File: config.mk
export PLATFORM = sky130hd
export DESIGN_NAME = tm1638_responder_flat
export DESIGN_NICKNAME = d
export VERILOG_FILES = /design/src/rtl/tm1638_if.sv /design/src/rtl/tm1638_responder.sv /design/src/flat_wrapper.sv
export SDC_FILE = /design/constraint.sdc
export NUM_CORES = 1
export LEC_CHECK = 0
export CAP_MARGIN = 20
export CORE_MARGIN = 4
export CORE_UTILIZATION = 64
export DETAILED_ROUTE_END_ITERATION = 16
export GPL_ROUTABILITY_DRIVEN = 0
export PLACE_DENSITY_LB_ADDON = 0.08
export RECOVER_POWER = 25
export SYNTH_ARGS = -nofsm -noshare
export SYNTH_HDL_FRONTEND = slang
export SYNTH_SLANG_ARGS = --single-unit
File: constraint.sdc
create_clock -name clk -period 5.5 [get_ports clk]
set_clock_uncertainty 0.15 [all_clocks]
set_input_delay 1.1 -clock clk [delete_from_list [all_inputs] [get_ports clk]]
set_output_delay 1.1 -clock clk [all_outputs]
set_load 0.02 [all_outputs]
File: src/rtl/tm1638_if.sv
// TM1638 serial pin bundle (STB/CLK/DIO), seen from the master and the device side.
interface tm1638_if;
  logic tm_cs;
  logic tm_clk;
  logic tm_dio_in;
  logic tm_dio_out;
  logic tm_dio_oe;

  modport master (
    output tm_cs,
    output tm_clk,
    output tm_dio_in,
    input  tm_dio_out,
    input  tm_dio_oe
  );

  modport slave (
    input  tm_cs,
    input  tm_clk,
    input  tm_dio_in,
    output tm_dio_out,
    output tm_dio_oe
  );
endinterface

File: src/rtl/tm1638_responder.sv
// Device-side TM1638 model: oversampled STB/CLK/DIO decode into a 16-byte display RAM and
// display-control registers, with key-scan bytes shifted back on read frames.
module tm1638_responder #(
  parameter int unsigned SYNC_STAGES = 2
) (
  input  logic              clk,
  input  logic              rst,
  tm1638_if.slave           tm,
  input  logic [31:0]       key_scan,
  input  logic [3:0]        ram_raddr,
  output logic [7:0]        ram_rdata,
  output logic              disp_on,
  output logic [2:0]        brightness,
  output logic              update,
  output logic              frame_err
);

  typedef enum logic [2:0] {StIdle, StCmd, StWdata, StRdata, StSkip} state_e;

  localparam logic [7:0] FlushLen = 8'(SYNC_STAGES + 1);

  logic [SYNC_STAGES-1:0] cs_sync, clk_sync, dio_sync;
  logic cs_s, clk_s, dio_s, cs_prev, clk_prev;
  logic cs_rise_q, cs_fall_q, sclk_rise_q, sclk_fall_q, dio_q;
  logic [7:0] flush_q;
  logic armed_q;

  assign cs_s  = cs_sync[SYNC_STAGES-1];
  assign clk_s = clk_sync[SYNC_STAGES-1];
  assign dio_s = dio_sync[SYNC_STAGES-1];

  // Edges are only trusted once the chain has flushed and STB has been seen high, so an
  // STB still low after reset cannot fake a frame start.
  always_ff @(posedge clk) begin
    if (!rst) begin
      cs_sync     <= '1;
      clk_sync    <= '1;
      dio_sync    <= '0;
      cs_prev     <= 1'b1;
      clk_prev    <= 1'b1;
      cs_rise_q   <= 1'b0;
      cs_fall_q   <= 1'b0;
      sclk_rise_q <= 1'b0;
      sclk_fall_q <= 1'b0;
      dio_q       <= 1'b0;
      flush_q     <= '0;
      armed_q     <= 1'b0;
    end else begin
      cs_sync     <= {cs_sync[SYNC_STAGES-2:0], tm.tm_cs};
      clk_sync    <= {clk_sync[SYNC_STAGES-2:0], tm.tm_clk};
      dio_sync    <= {dio_sync[SYNC_STAGES-2:0], tm.tm_dio_in};
      cs_prev     <= cs_s;
      clk_prev    <= clk_s;
      cs_rise_q   <= armed_q & cs_s & ~cs_prev;
      cs_fall_q   <= armed_q & ~cs_s & cs_prev;
      sclk_rise_q <= armed_q & clk_s & ~clk_prev;
      sclk_fall_q <= armed_q & ~clk_s & clk_prev;
      dio_q       <= dio_s;
      if (flush_q != FlushLen) begin
        flush_q <= flush_q + 8'd1;
      end else if (cs_s) begin
        armed_q <= 1'b1;
      end
    end
  end

  state_e     state_q;
  logic [7:0] ram_q [16];
  logic [7:0] shift_q;
  logic [2:0] bit_cnt_q;
  logic [3:0] addr_q;
  logic       wmode_read_q, fixed_q, dirty_q;
  logic [7:0] rd_sh_q;
  logic [2:0] rd_bit_q;
  logic [1:0] rd_byte_q;
  logic       rd_first_q;
  logic       dio_out_q, dio_oe_q;
  logic [7:0] byte_w;
  logic [1:0] rd_next;
  logic [4:0] rd_base;

  assign byte_w     = {dio_q, shift_q[7:1]};
  assign rd_next    = rd_byte_q + 2'd1;
  assign rd_base    = {rd_next, 3'b000};
  assign ram_rdata  = ram_q[ram_raddr];
  assign tm.tm_dio_out = dio_out_q;
  assign tm.tm_dio_oe  = dio_oe_q;

  always_ff @(posedge clk) begin
    if (!rst) begin
      state_q      <= StIdle;
      for (int i = 0; i < 16; i++) ram_q[i] <= '0;
      shift_q      <= '0;
      bit_cnt_q    <= '0;
      addr_q       <= '0;
      wmode_read_q <= 1'b0;
      fixed_q      <= 1'b0;
      dirty_q      <= 1'b0;
      rd_sh_q      <= '0;
      rd_bit_q     <= '0;
      rd_byte_q    <= '0;
      rd_first_q   <= 1'b0;
      dio_out_q    <= 1'b0;
      dio_oe_q     <= 1'b0;
      disp_on      <= 1'b0;
      brightness   <= '0;
      update       <= 1'b0;
      frame_err    <= 1'b0;
    end else begin
      update    <= 1'b0;
      frame_err <= 1'b0;
      if (cs_rise_q) begin
        state_q   <= StIdle;
        dio_oe_q  <= 1'b0;
        bit_cnt_q <= '0;
        if (bit_cnt_q != 3'd0) frame_err <= 1'b1;
        if (dirty_q) begin
          update  <= 1'b1;
          dirty_q <= 1'b0;
        end
      end else if (cs_fall_q) begin
        if (state_q == StIdle) begin
          state_q   <= StCmd;
          bit_cnt_q <= '0;
        end
      end else if (state_q != StIdle) begin
        if (sclk_rise_q) begin
          shift_q   <= byte_w;
          bit_cnt_q <= bit_cnt_q + 3'd1;
          if (bit_cnt_q == 3'd7) begin
            case (state_q)
              StCmd: begin
                case (byte_w[7:6])
                  2'b01: begin
                    wmode_read_q <= byte_w[1];
                    fixed_q      <= byte_w[2];
                    rd_first_q   <= 1'b1;
                    state_q      <= byte_w[1] ? StRdata : StSkip;
                  end
                  2'b10: begin
                    disp_on    <= byte_w[3];
                    brightness <= byte_w[2:0];
                    dirty_q    <= 1'b1;
                    state_q    <= StSkip;
                  end
                  2'b11: begin
                    addr_q  <= byte_w[3:0];
                    state_q <= StWdata;
                  end
                  default: begin
                    frame_err <= 1'b1;
                    state_q   <= StSkip;
                  end
                endcase
              end
              StWdata: begin
                if (wmode_read_q) begin
                  frame_err <= 1'b1;
                end else begin
                  ram_q[addr_q] <= byte_w;
                  dirty_q       <= 1'b1;
                  if (!fixed_q) addr_q <= addr_q + 4'd1;
                end
              end
              default: ;
            endcase
          end
        end
        if (sclk_fall_q && state_q == StRdata) begin
          // A fresh key byte is latched at every byte boundary so the host sees live keys.
          if (rd_first_q) begin
            rd_first_q <= 1'b0;
            dio_oe_q   <= 1'b1;
            rd_byte_q  <= '0;
            rd_sh_q    <= key_scan[7:0];
            dio_out_q  <= key_scan[0];
            rd_bit_q   <= 3'd1;
          end else if (rd_bit_q == 3'd0) begin
            rd_byte_q  <= rd_next;
            rd_sh_q    <= key_scan[rd_base +: 8];
            dio_out_q  <= key_scan[rd_base];
            rd_bit_q   <= 3'd1;
          end else begin
            dio_out_q  <= rd_sh_q[rd_bit_q];
            rd_bit_q   <= rd_bit_q + 3'd1;
          end
        end
      end
    end
  end

endmodule

File: src/flat_wrapper.sv
// flat-port wrapper written by rule: the top's interface ports become plain ports
module tm1638_responder_flat 
#(
  parameter int unsigned SYNC_STAGES = 2
)
  (clk, rst, key_scan, ram_raddr, ram_rdata, disp_on, brightness, update, frame_err, tm_tm_cs, tm_tm_clk, tm_tm_dio_in, tm_tm_dio_out, tm_tm_dio_oe);
  tm1638_if tm_i ();
  input  logic clk;
  input  logic rst;
  input  logic [31:0] key_scan;
  input  logic [3:0] ram_raddr;
  output logic [7:0] ram_rdata;
  output logic disp_on;
  output logic [2:0] brightness;
  output logic update;
  output logic frame_err;
  input wire logic [$bits(tm_i.tm_cs)-1:0] tm_tm_cs;
  input wire logic [$bits(tm_i.tm_clk)-1:0] tm_tm_clk;
  input wire logic [$bits(tm_i.tm_dio_in)-1:0] tm_tm_dio_in;
  output wire logic [$bits(tm_i.tm_dio_out)-1:0] tm_tm_dio_out;
  output wire logic [$bits(tm_i.tm_dio_oe)-1:0] tm_tm_dio_oe;
  assign tm_i.tm_cs = tm_tm_cs;
  assign tm_i.tm_clk = tm_tm_clk;
  assign tm_i.tm_dio_in = tm_tm_dio_in;
  assign tm_tm_dio_out = tm_i.tm_dio_out;
  assign tm_tm_dio_oe = tm_i.tm_dio_oe;
  tm1638_responder #(.SYNC_STAGES(SYNC_STAGES)) u_core (.clk(clk), .rst(rst), .tm(tm_i), .key_scan(key_scan), .ram_raddr(ram_raddr), .ram_rdata(ram_rdata), .disp_on(disp_on), .brightness(brightness), .update(update), .frame_err(frame_err));
endmodule
-- Yosys cells after proc, flatten, opt, wreduce, memory -nomap -nowiden
Memories as Yosys holds them, arrays and structs flattened.
Index checks and enable logic that the tools add are counted.
- memories: 1
- memory bits (writable): 128
- bits of input ports: 41
- logic and storage cells: 154
- flip-flop bits (word level): 65
- output and inout bits: 16
- mux-type cells: 60
- equal/unequal tests: 13
- magnitude comparators: 2
- add/sub/neg operators: 5
- shift-type cells: 1
- reduce and logical (&&, ||, !) cells: 27
- bitwise logic cells: 16
- memories (memory ; words ; bits a word ; rd ports ; clocked after memory_dff ; write ports ; line ; text):
    u_core.ram_q ; 16 ; 8 ; 1 ; 0 ; 16 ; tm1638_responder.sv:68 ; logic [7:0] ram_q [16];
- operators by type and width (operator ; number):
    $mux W3 ; 13
    $mux W1 ; 32
    $shiftx A32 B6 Y8 ; 1
    $mux W8 ; 3
    $reduce_and A7 Y1 ; 3
    $mux W4 ; 4
    $reduce_and A4 Y1 ; 3
    $reduce_bool A2 Y1 ; 6
    $reduce_and A5 Y1 ; 2
    $reduce_and A9 Y1 ; 1
    $add A8 B1 Y8 const B ; 1
    $and A1 B1 Y1 ; 8
    $ne A2 B2 Y1 const B ; 4
    $ne A8 B2 Y1 const B ; 1
    $not A1 Y1 ; 8
    $pmux W4 S2 ; 1
    $reduce_or A8 Y1 ; 1
    $add A3 B1 Y3 const B ; 2
    $eq A3 B2 Y1 const B ; 2
    $logic_not A3 Y1 ; 2
    $lt A5 B6 Y1 const B ; 1
    $pmux W3 S2 ; 1
    $reduce_and A3 Y1 ; 2
    $reduce_bool A3 Y1 ; 2
    other kinds (16) ; 20

-- Depth between registers and ports, before layout
- depth in word-level cells: 11
- mapped depth: 8
- gate-level depth less buffers: 6

-- Least setup slack after synthesis
No wires, ideal clock.
- path type: input port to output port
- start: input port ram_raddr[0]
- end: output port ram_rdata[1]
- path buffers: 2
- data arrival time: 2.482 ns
- data required time: 4.250 ns
- setup slack: 1.768 ns
- stages: 5
- path through: clkbuf_1 buf_2 mux4_2 a22oi_1 nand2_1
- cells in the longest elaborated chain, start to end: 1
- ends and longest elaborated chain (what ; line ; text):
    start: declaration ; flat_wrapper.sv:11 ; input logic [3:0] ram_raddr;
    $mem_v2 Z16 W8 ; - ;
    end: declaration ; flat_wrapper.sv:12 ; output logic [7:0] ram_rdata;
Every way passes these cells.

-- Worst setup path in the final report
- start: input port ram_raddr[1]
- end: output port ram_rdata[3]
Same word-level chain as after synthesis.

==> flow_summary_export.csv <==
group,metric,value,unit
outcome,status,"finished, violations left",
outcome,violations,"max-capacitance violations, max-slew violations",
final_layout,nets,809,
logic_synthesis,netlist_area,0.00892,mm^2
timing,timing.final.crit_share,0.821,
cts,clk_latency,430,ps
die,core,0.0135,mm^2
timing,whs,260,ps
timing,grt_setup_unrepaired,"false",
logic_synthesis,syn_nets,784,
drt,drtPass1Iterations,7,
placed_design,dp_hpwl,14.2,mm
cts,cts_tree,"done",
timing,tightest_slew,1880,ps
die,initial_utilization,0.663,
drt,wl_per_cell,21.7,um
timing,min_period,4520,ps
drt,detail-route-antenna-nets,0,
final_layout,area_growth,12.4,%
logic_synthesis,synth-adder-area-share,0.0140,
critical_path,cp.arrival,3270,ps
final_layout,final_cell_mix,"128 x edfxtp_1, 116 x and2_1, 64 x dfxtp_1",
power,p_leak,3.73,nW
logic_synthesis,yosys.area.top_type_share,0.431,
critical_path,critPathLaunchType,"input pin",
cts,ctsHoldBuffers,0,
final_layout,fin_util,0.745,
die,die_h,126,um
final_layout,final_common_cell,"edfxtp_1",
cts,postCtsSetupBuffers,0,
flow_run,cap_violations,1,
cts,htree_levels,4,
final_layout,antenna_cells,0,
cts,clock_path_buffers,2,
timing,fmax,221,MHz
drt,drc_errors,0,
critical_path,setup.worst_path.start,"ram_raddr[1]",
worst_hold_path,min_path_type,"register to register",
timing,maxSlewViolCount,20,
cts,cts_buffers,17,
grt,grt_overflow_total,0,
die,rows,42,
logic_synthesis,synth_compound_area_frac,0.0591,
logic_synthesis,ys_ff_latch,192,
drt,wl,20.6,mm
logic_synthesis,synth.top_cells.by_area,"edfxtp_1 43%, dfxtp_1 14%, and2_1 9.0%",
drt,vias_per_cell,6.19,
critical_path,critPathCaptureType,"primary output",
die,dieArea,0.0159,mm^2
power,pwr_density_cell,287,mW/mm^2
timing,final_hold_viol_count,0,
logic_synthesis,synth_area_leader_cell,"edfxtp_1",
drt,drt-initial-drc-count,580,
logic_synthesis,synth.avg_cell_area,12.2,um^2
cts,clk_pin_slew_worst_paths,60,ps
logic_synthesis,seq_area_frac_synth,0.575,
logic_synthesis,synth_edf_count,128,
final_layout,fin_cells,947,
logic_synthesis,synthArstFlopShare,0,
grt,antenna_found_initial,0,
cts,cts.repair.resized,0,
drt,vias,5862,
worst_hold_path,worst_hold_startpoint,"u_core.cs_sync[0]",
critical_path,r2r_setup_slack,2270,ps
critical_path,critPathKind,"input pin to primary output",
cts,clock_sinks,192,
logic_synthesis,synthSimpleGateAreaFrac,0.201,
logic_synthesis,synth-main-ff-cell,"edfxtp_1",
timing,setup_viol,0,
logic_synthesis,synthXorXnorAreaFrac,0.00687,
die,die_w,126,um
power,ir_drop,0.000205,V
critical_path,reg2reg_from,"u_core.state_q[1]",
timing,final.setup.tns,0,ps
grt,grt_pass1_vias,5962,
placed_design,io_buffers,56,
critical_path,crit_required,4250,ps
worst_hold_path,hold_path_depth,1,
grt,grt_pass1_wl,33.1,mm
logic_synthesis,synth.area.mux_share,0.113,
critical_path,critPathMaxFanout,32,
logic_synthesis,synthCells,733,
die,io_pins,57,
final_layout,seqCellArea,0.00512,mm^2
critical_path,rr_worst_depth,4,
final_layout,layout-drive-gt1-share,0.0934,
cts,cts_root_buf,"clkbuf_16",
logic_synthesis,synthDistinctLibCells,52,
timing,slew_headroom,-0.259,
grt,gr-usage-all-layers,0.273,
grt,grt_max_degree,44,
logic_synthesis,synth_top_family_by_area,"simple AND/OR/NAND/NOR gates",
final_layout,multiInputGateArea,0.00351,mm^2
logic_synthesis,yosys_warnings,0,
placed_design,dp_cells,915,
final_layout,filler_cell_count,927,
[cell usage after synthesis, types with 4 or more instances]
master / n
nor3_1: 8
a31oi_1: 10
nand4b_1: 4
nand2_1: 42
o21ai_0: 22
nand2b_1: 25
a22oi_1: 20
nor4_1: 4
and2_1: 129
ha_1: 10
a21oi_1: 11
nand3_1: 11
mux2i_1: 21
nand3b_1: 7
xor2_1: 5
nor2b_1: 7
mux4_2: 35
edfxtp_1: 128
dfxtp_1: 64
and3_1: 17
buf_2: 6
inv_1: 15
clkbuf_1: 45
nor2_1: 44
nor3b_1: 6
[sequential cells by signal, summed over array words and instances, names as in the netlist, 3 cells and up]
name	count
u_core.ram_q	128
u_core.flush_q	8
u_core.rd_sh_q	8
u_core.shift_q	7
u_core.addr_q	4
u_core.bit_cnt_q	3
u_core.brightness	3
u_core.rd_bit_q	3
u_core.state_q	3
[cell type report]
| type | instances | share of cell area |
|---|---|---|
| Clock buffer | 19 | 0.0432 |
| Timing Repair Buffer | 61 | 0.0588 |
| Inverter | 16 | 0.00599 |
| Sequential cell | 192 | 0.511 |
| Tap cell | 176 | 0.0220 |
| Clock inverter | 13 | 0.00874 |
| Multi-Input combinational cell | 470 | 0.350 |
[logic make-up after synthesis]
group                    count (synthesis)
AO/OA/AOI/OAI                           80
XOR/XNOR                                 7
adder cells (fa/ha/maj)                 10
buffers and inverters                   71
flip-flops                             192
multiplexers                            57
AND/OR/NAND/NOR                        316
[where the power goes]
part	switching (W)	internal, W
Clock	0.000525	0.000576
Combinational	0.0000837	0.0000877
Sequential	0.0000303	0.00158
Total	0.000639	0.00224
[metal layers]
metal	up-vias	wire length, um	global-route usage
li1	2686	-	-
met1	2842	7970	0.354
met2	277	9960	0.440
met3	57	1820	0.0673
met4	0	807	0.124
met5	-	0	0
[path summary, 6_finish.rpt]
| kind | end |
|---|---|
| setup / recovery | ram_rdata[3] |
| hold / removal | u_core.cs_sync[1] |
| setup reg to reg | u_core.rd_byte_q[1] |
| hold reg to reg | u_core.cs_sync[1] |
[stage by stage]
stage	setup slack (ps)	total power (W)	instance area (um^2)
floorplan	1770	0.00173	8920
global placement	1050	0.00180	9520
detailed placement	973	0.00181	9520
CTS	960	0.00288	10000
global route	793	0.00297	10000
finish	985	0.00288	10000
[worst max-delay path: stages]
cell,delay (ps)
clkdlybuf4s50_1,470
buf_4,370
mux4_2,390
a22oi_1,280
nand2_1,100
clkdlybuf4s50_1,550
(Power assumes the default switching activity.)
